### src/rtl/mem_arbiter.sv
// Single-port memory arbiter between instruction fetch and load/store.
// Load/store has fixed priority; fetch is forced to win after MAX_WAIT denied cycles.
module mem_arbiter #(
  parameter int ADDR_W   = 32,
  parameter int DATA_W   = 32,
  parameter int LAT      = 1,
  parameter int MAX_WAIT = 4
) (
  input  logic              CLK,
  input  logic              RST_X,
  input  logic              if_req,
  input  logic [ADDR_W-1:0] if_addr,
  output logic              if_gnt,
  output logic              if_rvalid,
  output logic [DATA_W-1:0] if_rdata,
  input  logic              ls_req,
  input  logic              ls_we,
  input  logic [ADDR_W-1:0] ls_addr,
  input  logic [DATA_W-1:0] ls_wdata,
  output logic              ls_gnt,
  output logic              ls_rvalid,
  output logic [DATA_W-1:0] ls_rdata,
  output logic              m_en,
  output logic              m_we,
  output logic [ADDR_W-1:0] m_addr,
  output logic [DATA_W-1:0] m_wdata,
  input  logic [DATA_W-1:0] m_rdata
);

  localparam int LCW = $clog2(LAT + 1);
  localparam int SCW = $clog2(MAX_WAIT + 1);
  localparam logic [LCW-1:0] LAT_C  = LCW'(LAT);
  localparam logic [LCW-1:0] LAT_M1 = LCW'(LAT - 1);
  localparam logic [SCW-1:0] MAX_C  = SCW'(MAX_WAIT);

  typedef enum logic {S_IDLE, S_BUSY} state_t;
  typedef enum logic [1:0] {OWN_NONE, OWN_IF, OWN_LS} owner_t;

  state_t         r_state;
  owner_t         r_owner;
  logic [LCW-1:0] r_lat_cnt;
  logic [SCW-1:0] r_starve_cnt;
  logic           r_if_rvalid;
  logic           r_ls_rvalid;

  logic w_can_gnt;
  logic w_if_win;
  logic w_ls_win;
  logic w_rd_gnt;
  logic w_if_rv_d;
  logic w_ls_rv_d;

  // A grant may coincide with the cycle the outstanding read returns.
  assign w_can_gnt = RST_X && ((r_state == S_IDLE) || (r_lat_cnt == LAT_C));
  assign w_if_win  = w_can_gnt && if_req && ((r_starve_cnt == MAX_C) || !ls_req);
  assign w_ls_win  = w_can_gnt && ls_req && !w_if_win;
  assign w_rd_gnt  = w_if_win || (w_ls_win && !ls_we);

  assign if_gnt    = w_if_win;
  assign ls_gnt    = w_ls_win;
  assign m_en      = w_if_win || w_ls_win;
  assign m_we      = w_ls_win && ls_we;
  assign m_addr    = w_if_win ? if_addr : (w_ls_win ? ls_addr : '0);
  assign m_wdata   = (w_ls_win && ls_we) ? ls_wdata : '0;
  assign if_rdata  = m_rdata;
  assign ls_rdata  = m_rdata;
  assign if_rvalid = r_if_rvalid;
  assign ls_rvalid = r_ls_rvalid;

  always_comb begin
    // NOTE: defaults first so every path assigns both outputs and no latch is inferred.
    w_if_rv_d = 1'b0;
    w_ls_rv_d = 1'b0;
    if (LAT == 1) begin
      w_if_rv_d = w_if_win;
      w_ls_rv_d = w_ls_win && !ls_we;
    end else if (r_lat_cnt == LAT_M1) begin
      w_if_rv_d = (r_owner == OWN_IF);
      w_ls_rv_d = (r_owner == OWN_LS);
    end
  end

  // NOTE: all state uses non-blocking assignments so every register samples pre-edge values.
  always_ff @(posedge CLK) begin
    if (!RST_X) begin
      r_state      <= S_IDLE;
      r_owner      <= OWN_NONE;
      r_lat_cnt    <= '0;
      r_starve_cnt <= '0;
      r_if_rvalid  <= 1'b0;
      r_ls_rvalid  <= 1'b0;
    end else begin
      r_if_rvalid <= w_if_rv_d;
      r_ls_rvalid <= w_ls_rv_d;

      if (w_rd_gnt) begin
        r_owner   <= w_if_win ? OWN_IF : OWN_LS;
        r_lat_cnt <= LCW'(1);
        r_state   <= (LAT > 1) ? S_BUSY : S_IDLE;
      end else if ((r_owner != OWN_NONE) && (r_lat_cnt == LAT_C)) begin
        r_owner   <= OWN_NONE;
        r_lat_cnt <= '0;
        r_state   <= S_IDLE;
      end else if (r_owner != OWN_NONE) begin
        r_lat_cnt <= r_lat_cnt + LCW'(1);
      end

      if (if_req && !w_if_win) begin
        if (r_starve_cnt != MAX_C) r_starve_cnt <= r_starve_cnt + SCW'(1);
      end else begin
        r_starve_cnt <= '0;
      end
    end
  end

endmodule
### config.mk
export PLATFORM = sky130hd
export DESIGN_NAME = mem_arbiter
export DESIGN_NICKNAME = d
export VERILOG_FILES = /design/src/rtl/mem_arbiter.sv
export SDC_FILE = /design/constraint.sdc
export NUM_CORES = 1
export LEC_CHECK = 0
export ABC_AREA = 1
export CAP_MARGIN = 0
export CELL_PAD_IN_SITES_DETAIL_PLACEMENT = 0
export CELL_PAD_IN_SITES_GLOBAL_PLACEMENT = 1
export CORE_AREA = 2 2 103 105
export DETAILED_ROUTE_END_ITERATION = 10
export DIE_AREA = 0 0 105 107
export DONT_BUFFER_PORTS = 1
export PLACE_DENSITY = 0.42
export SYNTH_ARGS = -nofsm -noshare
export SYNTH_HDL_FRONTEND = slang
export SYNTH_SLANG_ARGS = --single-unit
### constraint.sdc
create_clock -name CLK -period 3.25 [get_ports CLK]
set_input_delay 0.65 -clock CLK [delete_from_list [all_inputs] [get_ports CLK]]
set_output_delay 0.65 -clock CLK [all_outputs]
set_load 0.01 [all_outputs]
Word level (Yosys, flattened, before mapping)
Cells that the tools add are included.
{"block": "op_classes", "n_reduce_logical": 13, "add_sub_neg": 1, "mux": 3, "n_eq_ne": 2}
{"cell": "two-way mux 32 bit", "count": 3}
{"cell": "logical AND 1 bit", "count": 7}
{"cell": "adder 3 x 1 -> 3 bit (second input constant)", "count": 1}
{"cell": "== test 3 bit (second input constant)", "count": 1}
{"cell": "zero test 1 bit", "count": 3}
{"cell": "!= test 3 bit (second input constant)", "count": 1}
{"cell": "logical OR 1 bit", "count": 2}
{"cell": "AND reduction 2 bit", "count": 1}
{"block": "totals", "register_bits": 5, "word_cells": 22, "in_bits": 133}

Logic depth before layout (Yosys ltp)
{"block": "depth", "word_depth": 7, "ltp_mapped": 9, "depth_no_buf": 8}

Least setup slack after synthesis
OpenSTA, ideal clock, no wires.
{"block": "synth_timing", "path_type": "in2out", "from": "input port RST_X", "to": "output port m_wdata[10]", "required_time_ns": 2.600, "arrival_time_ns": 1.338, "path_stages": 6, "setup_slack_ns": 1.262, "cell_sequence": "nand2_1 -> inv_1 -> nand2_4 -> nand3_4 -> buf_4 -> nor2_1"}
{"block": "synth_via", "elab_chain_len": 6}
{"item": "start, declared", "line": "10", "source": "input logic RST_X,"}
{"item": "logical AND 1 bit (2 in series)", "line": "55", "source": "assign w_if_win = w_can_gnt && if_req && ((r_starve_cnt == MAX_C) || !ls_req);"}
{"item": "zero test 1 bit", "line": "56", "source": "assign w_ls_win = w_can_gnt && ls_req && !w_if_win;"}
{"item": "logical AND 1 bit (*)", "line": "56"}
{"item": "logical AND 1 bit (*)", "line": "64", "source": "assign m_wdata = (w_ls_win && ls_we) ? ls_wdata : '0;"}
{"item": "two-way mux 32 bit (*)", "line": "64"}
{"item": "end, declared", "line": "26", "source": "output logic [DATA_W-1:0] m_wdata,"}
Every way passes the cells marked *; elsewhere a longest branch is shown, timed or not.

Worst setup path in the final report
{"block": "layout_timing", "from": "register r_starve_cnt[0]", "to": "output port m_wdata[12]"}
{"block": "layout_via", "elab_chain_len": 7}
{"item": "start, declared", "line": "42", "source": "logic [SCW-1:0] r_starve_cnt;"}
{"item": "start signal, assigned", "line": "109", "source": "if (r_starve_cnt != MAX_C) r_starve_cnt <= r_starve_cnt + SCW'(1);"}
{"item": "== test 3 bit", "line": "55"}
{"item": "logical OR 1 bit", "line": "55"}
{"item": "logical AND 1 bit", "line": "55"}
{"item": "zero test 1 bit", "line": "56"}
{"item": "logical AND 1 bit", "line": "56"}
{"item": "logical AND 1 bit", "line": "64"}
{"item": "two-way mux 32 bit", "line": "64"}
Every way passes these cells.

==> flow_summary.toml <==
[setup_path]
critPathCaptureType = "output pin"
path_buf_inv = 1
arrival_ns = 1.99
crit_chain = "inv_1, ha_1, nand2_1, nand2_2, nand2_4, nand3_4, nor2_1"
crit_type = "reg2out"
cp_slowest_stage_delay_ns = 0.35
cp_data_required_time_ns = 2.60
cp_slowest_cell = "nand3_4"
critPathLaunchType = "flip-flop"
crit_fanout = 36
cpLargestDelayFamily = "simple AND/OR/NAND/NOR gates"

[route]
avgViaCountPerCell = 3.72
ant_nets = 0
wire_per_inst_um = 10.2
drt_iter0_markers = 19
wl_um = 3380
drcViolationCount = 0
drtPass1Iterations = 6
vias = 1235

[global_routing]
met1_usage_pct = 3.83
busiest_layer = "met2"
grt_util_met2_pct = 9.97
antenna_found_initial = 0
grt_first_pass_wirelength_um = 4530
grt_usage_pct = 4.92
grt_max_degree = 37
met3_usage_pct = 1.40
overflow = 0
grt_pass1_vias = 1061

[power]
cellLeakagePower_nw = 0.675
ir_worst_vdd_uv = 80.2
pwr-share-clk_pct = 43.1
power_frac_seq_pct = 24.2
p_int_w = 0.000169
switching_share_pct = 36.8
p_per_area_nw_per_um2 = 240
p_switching_w = 0.0000985
p_comb_share_pct = 32.7

[sta]
finalHoldViolations = 0
min_period_ns = 2.64
clock_skew_ns = 0.000298
slew_violations = 0
setup_viol = 0
timing.final.crit_share_pct = 81.3
worst_pin_slew_ns = 0.378
max_freq_ghz = 0.379
relSlewSlack_pct = 74.8
final.setup.tns_ns = 0
grt_setup_unrepaired = "no"

[cts]
cts_tree = "done"
clockRootBuffer = "clkbuf_8"
numCtsBuffers = 3
clk_latency_ns = 0.22
ctsHtreeMaxLevel = 1
cts_hold_buffers = 0
cts_resized = 0
path_clk_slew_ns = 0.04
cts_setup_buffers = 0
cts_sinks = 5
ctsLongestPathBuffers = 2

[run]
drv_cap = 0

[die]
die_x_um = 105
core_sq_um = 10100
dieHeight_um = 107
io_pins = 267
fp-row-count = 37
fp.dieArea_sq_um = 11200
start_util_pct = 14.4

[place]
gp_congestion = 0.729
place_area_sq_um = 1070
hpwl_um = 2870
io_buffer_count = 0

[yosys]
ys_types = 16
netlist_instances = 267
syn_nets = 402
yosys_warnings = 0
syn_area_per_cell_sq_um = 5.45
ys_ff_latch = 5
seq_area_frac_synth_pct = 6.88
netlist_area_sq_um = 1450

[finish]
final_cell_area_sq_um = 1110
diodes = 0
layout_common_cells = "nand2_1, inv_1, nor2_1"
syn2layout_area_growth_pct = -23.4
drive_gt1_share_pct = 4.59
fin_nets = 332
layout_commonest_cell = "nand2_1"

[min_path]
hold_class = "reg2reg"

[outcome]
status = "finished clean"
-- layer usage --
| metal | vias up | share of wire, % |
|---|---|---|
| met3 | 21 | 12 |
| met1 | 502 | 32 |
| li1 | 581 | - |
| met5 | - | 0 |
| met4 | 0 | 4.7 |
| met2 | 131 | 51 |
-- flip-flops by register name (all words and copies together), names as in the netlist --
signal,cells
if_rvalid,1
r_starve_cnt,3
ls_rvalid,1
-- stage by stage --
step	hold WS [ns]	worst slack (ns)	total power, W	cells	util, %
4_1_cts	0.449	0.521	0.000273	332	11.0
2_1_floorplan	0.417	1.26	0.000229	267	-
3_5_place_dp	0.442	0.743	0.000156	328	10.6
5_1_grt	0.479	0.379	0.000287	332	11.0
6_report	0.451	0.609	0.000268	332	11.0
3_3_place_gp	0.435	0.793	0.000156	328	10.6
-- cell families after synthesis --
| group | count (synthesis) | synth area share (%) |
|---|---|---|
| and+or+nand+nor | 142 | 41.2 |
| AOI/OAI and AO/OA | 1 | 0.344 |
| DFF | 5 | 6.88 |
| xor gates and xnor gates | 1 | 0.603 |
| adders and majority gates | 2 | 1.72 |
| buffers and inverters | 116 | 49.2 |
-- synthesized netlist by cell type, drive strengths merged --
cell	number	share of area, %
buf	76	39
dfxtp	5	6.9
ha	2	1.7
xnor2	1	0.60
nor2	35	9.0
inv	40	10
nand3	35	13
nand2	72	19
a21oi	1	0.34
-- worst paths after layout --
check | startpoint | to | slack [ns] | cells after the start
min | r_starve_cnt[0]$_SDFFE_PN0N_ | r_starve_cnt[0]$_SDFFE_PN0N_ | 0.45 | 1
max reg2reg | r_starve_cnt[0]$_SDFFE_PN0N_ | ls_rvalid$_SDFF_PN0_ | 1.89 | 7
min reg2reg | r_starve_cnt[0]$_SDFFE_PN0N_ | r_starve_cnt[0]$_SDFFE_PN0N_ | 0.45 | 1
max | r_starve_cnt[0]$_SDFFE_PN0N_ | m_wdata[12] | 0.61 | 7
-- power groups by stage --
stage               Sequential, W  Combinational (W)  Clock, W
detailed placement      0.0000657          0.0000898         0
floorplan               0.0000655           0.000163         0
global placement        0.0000657          0.0000899         0
CTS                     0.0000648          0.0000899  0.000119
finish                  0.0000647          0.0000875  0.000115
global route            0.0000649          0.0000979  0.000124
-- final cells by class --
| type | instances | area, sq um |
|---|---|---|
| Fill cell | 1192 | 8980 |
| Clock buffer | 4 | 45.0 |
| Tap cell | 136 | 170 |
| Sequential cell | 5 | 100 |
| Multi-Input combinational cell | 146 | 638 |
| Inverter | 40 | 153 |
| Timing Repair Buffer | 1 | 7.51 |
Power figures use the tool's default switching activity.
